[src/rtl/servo_sequencer.sv]
// servo_sequencer: multi-channel RC servo pulse sequencer.
// Channels are pulsed one after another inside a fixed frame. Each pulse is
// followed by a fixed gap. Position writes land in shadow registers and are
// copied to the active set at every frame start.
// Optional build macro SERVO_SEQ_CH_MASK_EN adds a per-channel enable input
// ch_en. It is sampled at frame start, and disabled channels are skipped.
module servo_sequencer #(
   parameter int unsigned CLK_FREQ  = 50_000_000,
   parameter int unsigned NUM_CH    = 4,
   parameter int unsigned FRAME_US  = 20_000,
   parameter int unsigned MIN_US    = 500,
   parameter int unsigned MAX_US    = 2500,
   parameter int unsigned CENTER_US = 1500,
   parameter int unsigned GAP_US    = 50
) (
   input  logic              clk,
   input  logic              rst,
   input  logic              wr_valid,
   output logic              wr_ready,
   input  logic [2:0]        wr_ch,
   input  logic [11:0]       wr_pos,
`ifdef SERVO_SEQ_CH_MASK_EN
   input  logic [NUM_CH-1:0] ch_en,
`endif
   output logic [NUM_CH-1:0] servo_out,
   output logic              frame_start,
   output logic              busy
);

   localparam int unsigned TICK_DIV = CLK_FREQ / 1_000_000;
   localparam int unsigned TICK_W   = (TICK_DIV > 1) ? $clog2(TICK_DIV) : 1;
   localparam int unsigned FRAME_W  = $clog2(FRAME_US);
   localparam int unsigned POS_W    = 12;
   localparam int unsigned CH_IDX_W = $clog2(NUM_CH);

   // Elaboration-time parameter sanity checks
   if (NUM_CH < 2 || NUM_CH > 8) begin : g_bad_num_ch
      $error("servo_sequencer: NUM_CH must be 2..8");
   end
   if (NUM_CH * (MAX_US + GAP_US) >= FRAME_US) begin : g_bad_frame
      $error("servo_sequencer: frame too short for NUM_CH*(MAX_US+GAP_US)");
   end
   if (TICK_DIV < 1) begin : g_bad_clk
      $error("servo_sequencer: CLK_FREQ must be at least 1 MHz");
   end

   typedef enum logic [1:0] {IDLE, PULSE, GAP, WAIT} state_t;

   state_t               state_q, state_d;
   logic [CH_IDX_W-1:0]  ch_q, ch_d;
   logic [POS_W-1:0]     cnt_q, cnt_d;
   logic [NUM_CH-1:0]    servo_d;
   logic                 frame_start_d, busy_d, wr_ready_d;
   logic [TICK_W-1:0]    tick_cnt;
   logic [FRAME_W-1:0]   frame_cnt;
   logic                 tick_c, copy_c, wr_ok_c;
   logic [POS_W-1:0]     pos_c;
   logic [POS_W-1:0]     shadow_q [NUM_CH];
   logic [POS_W-1:0]     active_q [NUM_CH];
   logic [NUM_CH-1:0]    en_now_c, en_q;
   logic [CH_IDX_W-1:0]  first_ch_c, next_ch_c;
   logic                 first_found_c, next_found_c;

`ifdef SERVO_SEQ_CH_MASK_EN
   assign en_now_c = ch_en;
`else
   assign en_now_c = '1;
`endif

   assign tick_c  = (tick_cnt == TICK_W'(TICK_DIV - 1));
   assign wr_ok_c = wr_valid && wr_ready && (32'(wr_ch) < NUM_CH);
   assign pos_c   = (wr_pos < POS_W'(MIN_US)) ? POS_W'(MIN_US) :
                    (wr_pos > POS_W'(MAX_US)) ? POS_W'(MAX_US) : wr_pos;

   // 1 us tick prescaler
   always_ff @(posedge clk) begin
      if (!rst)        tick_cnt <= '0;
      else if (tick_c) tick_cnt <= '0;
      else             tick_cnt <= tick_cnt + TICK_W'(1);
   end

   // Frame position counter in microseconds
   always_ff @(posedge clk) begin
      if (!rst) begin
         frame_cnt <= '0;
      end else if (tick_c) begin
         if (frame_cnt == FRAME_W'(FRAME_US - 1)) frame_cnt <= '0;
         else                                     frame_cnt <= frame_cnt + FRAME_W'(1);
      end
   end

   // Shadow positions: clamped host writes, last write wins
   always_ff @(posedge clk) begin
      if (!rst) begin
         for (int i = 0; i < NUM_CH; i++) shadow_q[i] <= POS_W'(CENTER_US);
      end else if (wr_ok_c) begin
         shadow_q[CH_IDX_W'(wr_ch)] <= pos_c;
      end
   end

   // Active positions and channel enables, latched once per frame
   always_ff @(posedge clk) begin
      if (!rst) begin
         for (int i = 0; i < NUM_CH; i++) active_q[i] <= POS_W'(CENTER_US);
         en_q <= '1;
      end else if (copy_c) begin
         for (int i = 0; i < NUM_CH; i++) active_q[i] <= shadow_q[i];
         en_q <= en_now_c;
      end
   end

   // Lowest enabled channel for frame start, next enabled channel after ch_q
   always_comb begin
      first_found_c = 1'b0;
      first_ch_c    = '0;
      next_found_c  = 1'b0;
      next_ch_c     = '0;
      for (int i = 0; i < NUM_CH; i++) begin
         if (en_now_c[i] && !first_found_c) begin
            first_found_c = 1'b1;
            first_ch_c    = CH_IDX_W'(i);
         end
         if (en_q[i] && (CH_IDX_W'(i) > ch_q) && !next_found_c) begin
            next_found_c = 1'b1;
            next_ch_c    = CH_IDX_W'(i);
         end
      end
   end

   // Sequencer state and registered outputs
   always_ff @(posedge clk) begin
      if (!rst) begin
         state_q     <= IDLE;
         ch_q        <= '0;
         cnt_q       <= '0;
         servo_out   <= '0;
         frame_start <= 1'b0;
         busy        <= 1'b0;
         wr_ready    <= 1'b1;
      end else begin
         state_q     <= state_d;
         ch_q        <= ch_d;
         cnt_q       <= cnt_d;
         servo_out   <= servo_d;
         frame_start <= frame_start_d;
         busy        <= busy_d;
         wr_ready    <= wr_ready_d;
      end
   end

   // Next-state and output decode
   always_comb begin
      state_d       = state_q;
      ch_d          = ch_q;
      cnt_d         = cnt_q;
      servo_d       = servo_out;
      frame_start_d = 1'b0;
      busy_d        = busy;
      wr_ready_d    = 1'b1;
      copy_c        = 1'b0;
      case (state_q)
         IDLE, WAIT: begin
            if (tick_c && frame_cnt == '0) begin
               copy_c        = 1'b1;
               frame_start_d = 1'b1;
               wr_ready_d    = 1'b0;
               cnt_d         = '0;
               servo_d       = '0;
               if (first_found_c) begin
                  state_d             = PULSE;
                  ch_d                = first_ch_c;
                  servo_d[first_ch_c] = 1'b1;
                  busy_d              = 1'b1;
               end else begin
                  state_d = WAIT;
                  busy_d  = 1'b0;
               end
            end
         end
         PULSE: begin
            if (tick_c) begin
               if (cnt_q == active_q[ch_q] - POS_W'(1)) begin
                  state_d = GAP;
                  cnt_d   = '0;
                  servo_d = '0;
               end else begin
                  cnt_d = cnt_q + POS_W'(1);
               end
            end
         end
         GAP: begin
            if (tick_c) begin
               if (cnt_q == POS_W'(GAP_US - 1)) begin
                  cnt_d = '0;
                  if (next_found_c) begin
                     state_d            = PULSE;
                     ch_d               = next_ch_c;
                     servo_d[next_ch_c] = 1'b1;
                  end else begin
                     state_d = WAIT;
                     busy_d  = 1'b0;
                  end
               end else begin
                  cnt_d = cnt_q + POS_W'(1);
               end
            end
         end
         default: state_d = IDLE;
      endcase
   end

endmodule
[config.mk]
export PLATFORM = sky130hd
export DESIGN_NAME = servo_sequencer
export DESIGN_NICKNAME = d
export VERILOG_FILES = /design/src/rtl/servo_sequencer.sv
export SDC_FILE = /design/constraint.sdc
export NUM_CORES = 1
export LEC_CHECK = 0
export CELL_PAD_IN_SITES_DETAIL_PLACEMENT = 0
export CELL_PAD_IN_SITES_GLOBAL_PLACEMENT = 1
export CORE_UTILIZATION = 53
export DETAILED_ROUTE_END_ITERATION = 16
export PLACE_DENSITY = 0.82
export SLEW_MARGIN = 20
export SYNTH_ARGS = -nofsm -noshare
export SYNTH_HDL_FRONTEND = slang
export SYNTH_SLANG_ARGS = --single-unit
[constraint.sdc]
create_clock -name clk -period 5.23 [get_ports clk]
set_clock_uncertainty 0.2 [all_clocks]
set_input_delay 0.7845 -clock clk [delete_from_list [all_inputs] [get_ports clk]]
set_output_delay 0.7845 -clock clk [all_outputs]
set_load 0.005 [all_outputs]
==> flow_summary.toml <==
[placed_design]
placed_cells = 780
gp_congestion = 0.8579
portBuffers = 24
place_hpwl_um = 9292
dpl_cell_area_sq_mm = 0.007143
preCtsSetupSlack_ns = 1.344

[routing]
drtIter0Drc = 456
routed.top_layer = "met4"
wl_met1_um = 6400
via_per_inst = 5.532
drc = 0
wirelength_um = 13270
wl_met3_um = 489
vias = 4481
post_drt_wl_per_cell_um = 16.38
met2_length_um = 6189
ant_nets = 0
first_pass_iters = 5

[clocking]
htree_levels = 4
clk_latency_ns = 0.42
cts_hold_buf = 0
cts_resized = 0
cts-buffers-inserted = 17
cts_tree = "built"
cts_max_path_buffers = 2
cts_setup_buffers = 0
root_buffer = "clkbuf_16"
clkTransAtPathRegs_ns = 0.06
cts_sinks = 142

[global_routing]
overflow = 0
grt_antenna_before_repair = 0
grt_pass1_vias = 4373
grt_max_degree = 49
track_usage = 0.2207
grt_pass1_wl_um = 21940

[die]
die_area_sq_mm = 0.01320
die_height_um = 114.9
rows = 40
die_w_um = 114.9
start_util = 0.5532
ioPinCount = 25
coreArea_sq_mm = 0.01221

[power_and_ir_drop]
peakVddDrop_mv = 0.2311
power_frac_clock = 0.466
p_int_mw = 1.959
switchingPower_uw = 545.6
power_leakage_nw = 2.509
power.density_mw_per_mm2 = 324.2
power_mw = 2.505
p_sw_frac = 0.2178
combPwrFrac = 0.044
seq_power_share = 0.490

[yosys]
synthArstFlopShare = 0
synth_fp_nets = 641
yosysSeqAreaShare = 0.5631
synth_edf_count = 96
synthFlopType = "edfxtp_1"
synthCells = 607
netlist_area_sq_mm = 0.006755
syn_avg_cell_area_sq_um = 11.13
ys_ff_latch = 142
netlist-cell-type-count = 58
yosysWarnings = 0

[cells_and_area]
diodes = 0
final_area_sq_mm = 0.007726
final_layout_size_suffix_gt1_frac = 0.1371
area_growth_pct = 14.37
fin_cells = 810
final_common_cell = "edfxtp_1"
nets = 665
final_cell_mix = "edfxtp_1 (96), nor2_1 (68), nand2_1 (56)"

[sta]
finalCriticalPeriod_ns = 3.926
fin_ws_ns = 1.304
slew_viol_final = 0
rsz0062_at_grt = "no"
tightestPinTransition_ns = 1.035
post-route-period-util = 0.7506
timing.final.hold_violations = 0
relSlewSlack = 0.3078
setup_tns_ns = 0
setup_violations = 0
fmax_mhz = 254.7

[worst_setup_path]
crit_required_ns = 5.34
crit_type = "flop to flop"
reg2reg_to = "servo_out[0]"
end_kind = "flop"
worstPathArrival_ns = 4.04
r2r.worst_path.cells = 10
crit_top_cell = "buf_4"
crit_cells = 10
path_cells = "buf_4 -> mux4_2 -> nor4_4 -> nand3b_1 -> xor2_1 -> a311o_1 -> a41oi_2 -> buf_4 -> nor3_1 -> o221a_1"
crit_fanout = 13
slowest_stage = "mux4_2"
timing.critical_path.buf_inv = 2
critical_path.max_stage_delay_ns = 0.61
path_delay_family = "compound AO/OA/AOI/OAI gates"
r2r_slack_ns = 1.30
start_kind = "flop"

[worst_hold_path]
hold_depth = 1
worstHoldPathType = "flop to flop"
whs_endpoint = "tick_cnt[0]"
min_from = "tick_cnt[0]"

[flow_run]
drv_cap = 0

[outcome]
status = "finished clean"
-- how the worst max path moves through the flow --
stage / startpoint / endpoint / slack, ns
after floorplan: flop / servo_out[1] / 2.09
after global placement: flop / servo_out[0] / 1.44
after detailed placement: flop / servo_out[0] / 1.34
after CTS: flop / servo_out[0] / 1.30
after global routing: flop / servo_out[0] / 1.05
final: flop / servo_out[0] / 1.30
-- layout make-up --
| cell class | count | area, sq um |
|---|---|---|
| well taps | 168 | 210.2 |
| fillers | 1004 | 4486 |
| inverters | 22 | 82.58 |
| repair buffers | 30 | 285.3 |
| clock inverters | 12 | 140.1 |
| clock buffers | 18 | 429.2 |
| flip-flops and latches | 142 | 3804 |
| multi-input cells | 418 | 2775 |
-- logic make-up after synthesis --
| logic type | synth area share |
|---|---|
| multiplexers | 0.05205 |
| buffers and inverters | 0.02945 |
| adder cells (fa/ha/maj) | 0.02963 |
| AO/OA/AOI/OAI | 0.06223 |
| AND/OR/NAND/NOR | 0.2182 |
| flip-flops | 0.5631 |
| XOR/XNOR | 0.04538 |
-- synthesized netlist by cell type (3+ instances only) --
| cell type | instances | area, sq um |
|---|---|---|
| nor2b_1 | 3 | 18.77 |
| clkbuf_1 | 19 | 71.32 |
| buf_2 | 3 | 15.01 |
| and4_1 | 3 | 26.28 |
| a21oi_1 | 13 | 65.06 |
| nor3b_1 | 4 | 30.03 |
| and2_1 | 7 | 43.79 |
| nor4_1 | 6 | 37.54 |
| nand2b_1 | 7 | 43.79 |
| xnor2_1 | 15 | 131.4 |
| nand4_1 | 13 | 81.33 |
| and3_1 | 25 | 156.4 |
| nand2_1 | 57 | 214.0 |
| mux4_2 | 12 | 270.3 |
| a31oi_1 | 5 | 31.28 |
| nand3b_1 | 3 | 22.52 |
| edfxtp_1 | 96 | 2883 |
| o21bai_1 | 3 | 22.52 |
| ha_1 | 16 | 200.2 |
| o311a_1 | 3 | 30.03 |
| nor2_1 | 68 | 255.2 |
| nand3_1 | 27 | 135.1 |
| or2_2 | 29 | 181.4 |
| xor2_1 | 20 | 175.2 |
| mux2i_1 | 7 | 70.07 |
| inv_1 | 22 | 82.58 |
| o21ai_0 | 21 | 105.1 |
| nor3_1 | 15 | 75.07 |
| o211ai_1 | 4 | 30.03 |
| dfxtp_1 | 46 | 920.9 |
-- state kept, by name (all words and copies together), names as in the netlist, named ones only --
signal and cells:
active_q 48, busy 1, ch_q 2, cnt_q 12, frame_cnt 15, frame_start 1
servo_out 4, shadow_q 48, state_q 2, tick_cnt 6, wr_ready 1
-- power groups by stage --
stage                     registers, mW  clock network (mW)  logic (mW)
after floorplan                    1.25                   0      0.0679
after global placement             1.25                   0       0.107
after detailed placement           1.25                   0       0.109
after CTS                          1.23                1.18       0.111
after global routing               1.23                1.22       0.123
final                              1.23                1.17       0.111
-- routing by layer --
metal,vias to the layer above,track usage
li1,2232,-
met1,2145,0.3013
met2,91,0.3466
met3,13,0.04375
met4,0,0.09264
met5,-,0
-- worst reg2reg max path, cell delays in order, from the launching register on --
cell      delay [ns]
dfxtp_1         0.52
buf_4           0.27
mux4_2          0.61
nor4_4          0.31
nand3b_1        0.18
xor2_1          0.17
a311o_1         0.38
a41oi_2         0.54
buf_4           0.28
nor3_1          0.08
o221a_1         0.27
-- metrics by stage --
stage                 util  hold WS (ns)
floorplan                -        0.2334
global placement    0.5849        0.2504
detailed placement  0.5849        0.2543
CTS                 0.6316        0.2689
global route        0.6327        0.2918
finish              0.6327        0.2603
No activity file was read; power rests on OpenSTA's default activity.
